==> src/rtl/result_streamer.sv <==
// Streams the binarised result memory to the host link, 8 pixels per byte (MSB = first pixel).
// Runs once per reset after global_state reaches the output phase; finished is sticky.
//
// state   | meaning
// --------+---------------------------------------------------------------
// S_IDLE  | waiting for global_state==3 with finished low
// S_FETCH | issuing 8 reads, shifting in data one cycle behind the address
// S_SEND  | byte held on oTxData/oTxValid until the sink accepts it
// S_DONE  | all bytes accepted; no further reads or bytes until reset
module result_streamer #(
    parameter int WIDTH_BITS  = 8,
    parameter int HEIGHT_BITS = 8,
    parameter int WIDTH       = 2**WIDTH_BITS,
    parameter int HEIGHT      = 2**HEIGHT_BITS
) (
    input  logic                   clock,
    input  logic                   not_reset,
    input  logic [2:0]             global_state,
    output logic [WIDTH_BITS-1:0]  oResultCol,
    output logic [HEIGHT_BITS-1:0] oResultRow,
    input  logic                   iResultData,
    output logic [7:0]             oTxData,
    output logic                   oTxValid,
    input  logic                   iTxReady,
    output logic                   finished
);

    localparam int POS_W     = WIDTH_BITS + HEIGHT_BITS;
    localparam int NUM_BYTES = (WIDTH * HEIGHT) / 8;
    localparam int BC_W      = (POS_W > 3) ? (POS_W - 3) : 1;
    localparam logic [BC_W-1:0] LAST_BYTE = BC_W'(NUM_BYTES - 1);
    localparam logic [2:0] OUTPUT_PHASE = 3'd3;

    typedef enum logic [1:0] {
        S_IDLE,
        S_FETCH,
        S_SEND,
        S_DONE
    } state_t;

    state_t            state_q, state_d;
    logic [POS_W-1:0]  pos_q, pos_d;
    logic [3:0]        issue_cnt_q, issue_cnt_d;
    logic [7:0]        shift_q, shift_d;
    logic [BC_W-1:0]   byte_cnt_q, byte_cnt_d;
    logic [7:0]        tx_data_q, tx_data_d;
    logic              tx_valid_q, tx_valid_d;
    logic              finished_q, finished_d;

    always_ff @(posedge clock or negedge not_reset) begin
        if (!not_reset) begin
            state_q     <= S_IDLE;
            pos_q       <= '0;
            issue_cnt_q <= '0;
            shift_q     <= '0;
            byte_cnt_q  <= '0;
            tx_data_q   <= '0;
            tx_valid_q  <= 1'b0;
            finished_q  <= 1'b0;
        end else begin
            state_q     <= state_d;
            pos_q       <= pos_d;
            issue_cnt_q <= issue_cnt_d;
            shift_q     <= shift_d;
            byte_cnt_q  <= byte_cnt_d;
            tx_data_q   <= tx_data_d;
            tx_valid_q  <= tx_valid_d;
            finished_q  <= finished_d;
        end
    end

    always_comb begin
        state_d     = state_q;
        pos_d       = pos_q;
        issue_cnt_d = issue_cnt_q;
        shift_d     = shift_q;
        byte_cnt_d  = byte_cnt_q;
        tx_data_d   = tx_data_q;
        tx_valid_d  = tx_valid_q;
        finished_d  = finished_q;

        case (state_q)
            S_IDLE: begin
                if (global_state == OUTPUT_PHASE && !finished_q) begin
                    issue_cnt_d = '0;
                    state_d     = S_FETCH;
                end
            end

            S_FETCH: begin
                // issue_cnt counts cycles in this byte; the bit read at count k-1 arrives at count k
                if (issue_cnt_q != 4'd0) begin
                    shift_d = {shift_q[6:0], iResultData};
                end
                if (issue_cnt_q < 4'd8) begin
                    pos_d       = pos_q + POS_W'(1);
                    issue_cnt_d = issue_cnt_q + 4'd1;
                end else begin
                    tx_data_d   = {shift_q[6:0], iResultData};
                    tx_valid_d  = 1'b1;
                    issue_cnt_d = '0;
                    state_d     = S_SEND;
                end
            end

            S_SEND: begin
                if (tx_valid_q && iTxReady) begin
                    tx_valid_d = 1'b0;
                    if (byte_cnt_q == LAST_BYTE) begin
                        byte_cnt_d = '0;
                        finished_d = 1'b1;
                        state_d    = S_DONE;
                    end else begin
                        byte_cnt_d = byte_cnt_q + BC_W'(1);
                        state_d    = S_FETCH;
                    end
                end
            end

            S_DONE: begin
                tx_valid_d = 1'b0;
                pos_d      = '0;
                finished_d = 1'b1;
            end

            default: begin
                state_d = S_IDLE;
            end
        endcase
    end

    assign oResultCol = pos_q[WIDTH_BITS-1:0];
    assign oResultRow = pos_q[POS_W-1 -: HEIGHT_BITS];
    assign oTxData    = tx_data_q;
    assign oTxValid   = tx_valid_q;
    assign finished   = finished_q;

endmodule

==> config.mk <==
export PLATFORM = sky130hd
export DESIGN_NAME = result_streamer
export DESIGN_NICKNAME = d
export VERILOG_FILES = /design/src/rtl/result_streamer.sv
export SDC_FILE = /design/constraint.sdc
export NUM_CORES = 1
export LEC_CHECK = 0
export BUFFER_PORTS_ARGS = -buffer_cell sky130_fd_sc_hd__buf_2
export CORE_UTILIZATION = 61
export DETAILED_ROUTE_END_ITERATION = 16
export PLACE_DENSITY_LB_ADDON = 0.05
export SETUP_SLACK_MARGIN = 0.15
export SLEW_MARGIN = 20
export SYNTH_ARGS = -nofsm -noshare
export SYNTH_HDL_FRONTEND = slang
export SYNTH_SLANG_ARGS = --single-unit
==> constraint.sdc <==
create_clock -name clock -period 4.4 [get_ports clock]
set_input_delay 0.22 -clock clock [delete_from_list [all_inputs] [get_ports clock]]
set_output_delay 0.22 -clock clock [all_outputs]
set_load 0.02 [all_outputs]
==> impl_results.md <==
* Commonest cells post-synth: dfrtp_1 (52), nand2_1 (46), nor2_1 (21), nand3_1 (14), o21ai_0 (13)
* Via density at 5.67
* Post-CTS setup buffer count at 0
* Cells after DPL at 336
* Total wire length at 4780 um
* Die area at 0.00446 mm2
* Critical path startpoint category: flop
* Worst slack at placement at 1.98 ns
* Pins Over Slew Limit at 0
* Delay-heaviest family, CP: simple AND/OR/NAND/NOR gates
* Lkg Pwr at 1.36 nW
* Vias in the first global route at 1750
* Chip width at 66.8 um
* Root Driver: clkbuf_8
* Tot Pwr at 1.50 mW
* Setup TNS at 0 ns
* Reg2Reg Depth at 6
* Post-Synthesis Cell Area at 0.00256 mm2
* Hold buffer count at cts at 0
* Largest net degree at the start of global routing at 53
* Crit path DAT at 2.73 ns
* Pre-antenna DRT Iters at 4
* Max Root-Sink Buffers at 2
* GRT Resource Usage Total at 24.4%
* Asr flop ratio synth at 100%
* Number of diodes at 0
* Actual slew at the worst max-slew pin at 0.759 ns
* Syn Nets at 276
* Crit. Startpoint: state_q[1]
* Drc violations at 0
* Crit Path Class: reg -> reg
* CP Data Required Time at 4.63 ns
* Largest cells by area after synthesis: dfrtp_1 (51%), nand2_1 (6.7%), ha_1 (4.4%)
* CP Capture Type: flop
* Final hold vios at 0
* Max-Cap Viols at 0
* Avg Synthesized Cell Area at 9.85 um2
* Post-Syn Instances at 260
* Most used DFF post-synth: dfrtp_1
* Clk_skew at 0.00785 ns
* R2r startpoint: state_q[1]
* First-pass GRT wire length at 8020 um
* Sink Count at 52
* Critical path buffers and inverters at 1
* # nets final at 309
* H-tree levels at 2
* Final setup fails at 0
* Yosys reg bits at 52
* Row cnt at 23
* Worst-skew pair later-pin latency at 0.30 ns
* CTS Buf Count at 5
* Hold Crit Class: in -> async
* Yosys top cell by area: dfrtp_1
* DR vias at 1944
* Crit path largest cell delay at 0.55 ns
* Ports at 33
* Yosys top cell area share at 50.8%
* Ys Warns at 0
* Top-count cell post-synth: dfrtp_1
* GRT overflow at 0
* Core Area at 0.00403 mm2
* Reg-to-Reg End: pos_q[15]
* Cell Pwr Density at 519 mW/mm2
* Clock Pin Slew Worst Setup and Hold Paths at 0.09 ns
* Starting DRC count in detailed routing at 118
* ANT nets after route at 0
* CP Max Fanout at 16
* # port buffers at 32
* GPL Wtd Cong at 0.796
* Flop2flop setup slack at 1.90 ns
* Fin worst setup slack at 1.90 ns
* Sequential area share after synthesis at 50.8%
* Min cycle time layout at 2.50 ns
* Initial antenna violation count at 0
* Share of layout cells above drive strength 1 at 17.4%
* Critical path's slowest cell: or4_1
* Area growth syn-to-layout at 12.6%
* Avg WL per Cell at 13.9 um
* Finished Layout Cells at 343
* Peak Freq at 399 MHz
* Crit-path cells: inv_1 > ha_1 > o21ai_0 > or3_1 > or4_1 > a21oi_1
* RSZ-0062 raised after global routing: false
* Rel. slew slack at 49.2%
* Die Y at 66.8 um
* Tcrit/Tclk final at 56.9%
* Max IR drop VDD at 0.000400 V
* EDFF count, synth at 0
* Outcome: complete, no violations
* CTS tree: built
* End-of-flow core utilization at 71.6%
* DPL Wire Length at 3320 um
* CTS-repair resized insts at 0
* Initial Utilization at 63.5%
* Post-synth cell types at 39
## cell families after synthesis
| family | after synthesis | synth area share [%] |
|---|---|---|
| XOR/XNOR | 16 | 5.47 |
| AND/OR/NAND/NOR | 121 | 22.9 |
| AO/OA/AOI/OAI | 36 | 9.34 |
| adder cells (fa/ha/maj) | 9 | 4.40 |
| buffers and inverters | 16 | 2.74 |
| multiplexers | 10 | 4.30 |
| flip-flops | 52 | 50.8 |
## worst max path at each step
stage                 to  slack [ns]  depth (start not counted)
5_1_grt        pos_q[15]        1.72                          6
2_1_floorplan  pos_q[15]        2.28                          8
4_1_cts        pos_q[15]        1.91                          6
6_report       pos_q[15]        1.90                          6
3_5_place_dp   pos_q[15]        1.98                          6
3_3_place_gp   pos_q[15]        2.06                          6
## final cells by class
class | instances | area (um2)
Timing Repair Buffer | 33 | 168
Multi-Input combinational cell | 192 | 1190
Inverter | 9 | 33.8
Clock buffer | 5 | 68.8
Sequential cell | 52 | 1300
Clock inverter | 2 | 60.1
Fill cell | 320 | 1150
Tap cell | 50 | 62.6
## routing by layer
metal  global-route usage (%)  wire length, um
met1                     32.4             2350
met2                     38.9             2210
met3                     5.82              154
met4                     7.98               61
met5                        0                0
## flip-flops by register name (all words and copies together), names as in the netlist
name         flops
finished         1
shift_q          7
issue_cnt_q      4
pos_q           16
byte_cnt_q      13
state_q          2
oTxData          8
oTxValid         1
## metrics by stage
step	hold WS (ns)	instance area, um2
2_1_floorplan	-0.0756	2560
3_3_place_gp	0.366	2750
3_5_place_dp	0.372	2750
4_1_cts	0.0418	2880
5_1_grt	0.0669	2880
6_report	0.00576	2880
## layout by cell type, fill, tap and decap left out, types with 3 or more instances in the layout
cell      count
or3_1         4
nand2_1      46
o31ai_1       4
clkbuf_8      5
nor2_1       21
nand3_1      14
inv_1         9
a22o_1        3
buf_2        32
o21ai_0      13
nor3_1        4
a21o_1        3
mux2_2        8
nor4_1        6
or4_1         3
xor2_1        4
ha_1          9
a21oi_1       5
nand4_1       6
and4_1        3
xnor2_1      12
dfrtp_1      52
## power by group
part	switching (mW)	internal, mW
clock network	0.152	0.224
logic	0.262	0.197
registers	0.0919	0.568
total	0.506	0.989
No activity file was read; power rests on OpenSTA's default activity.
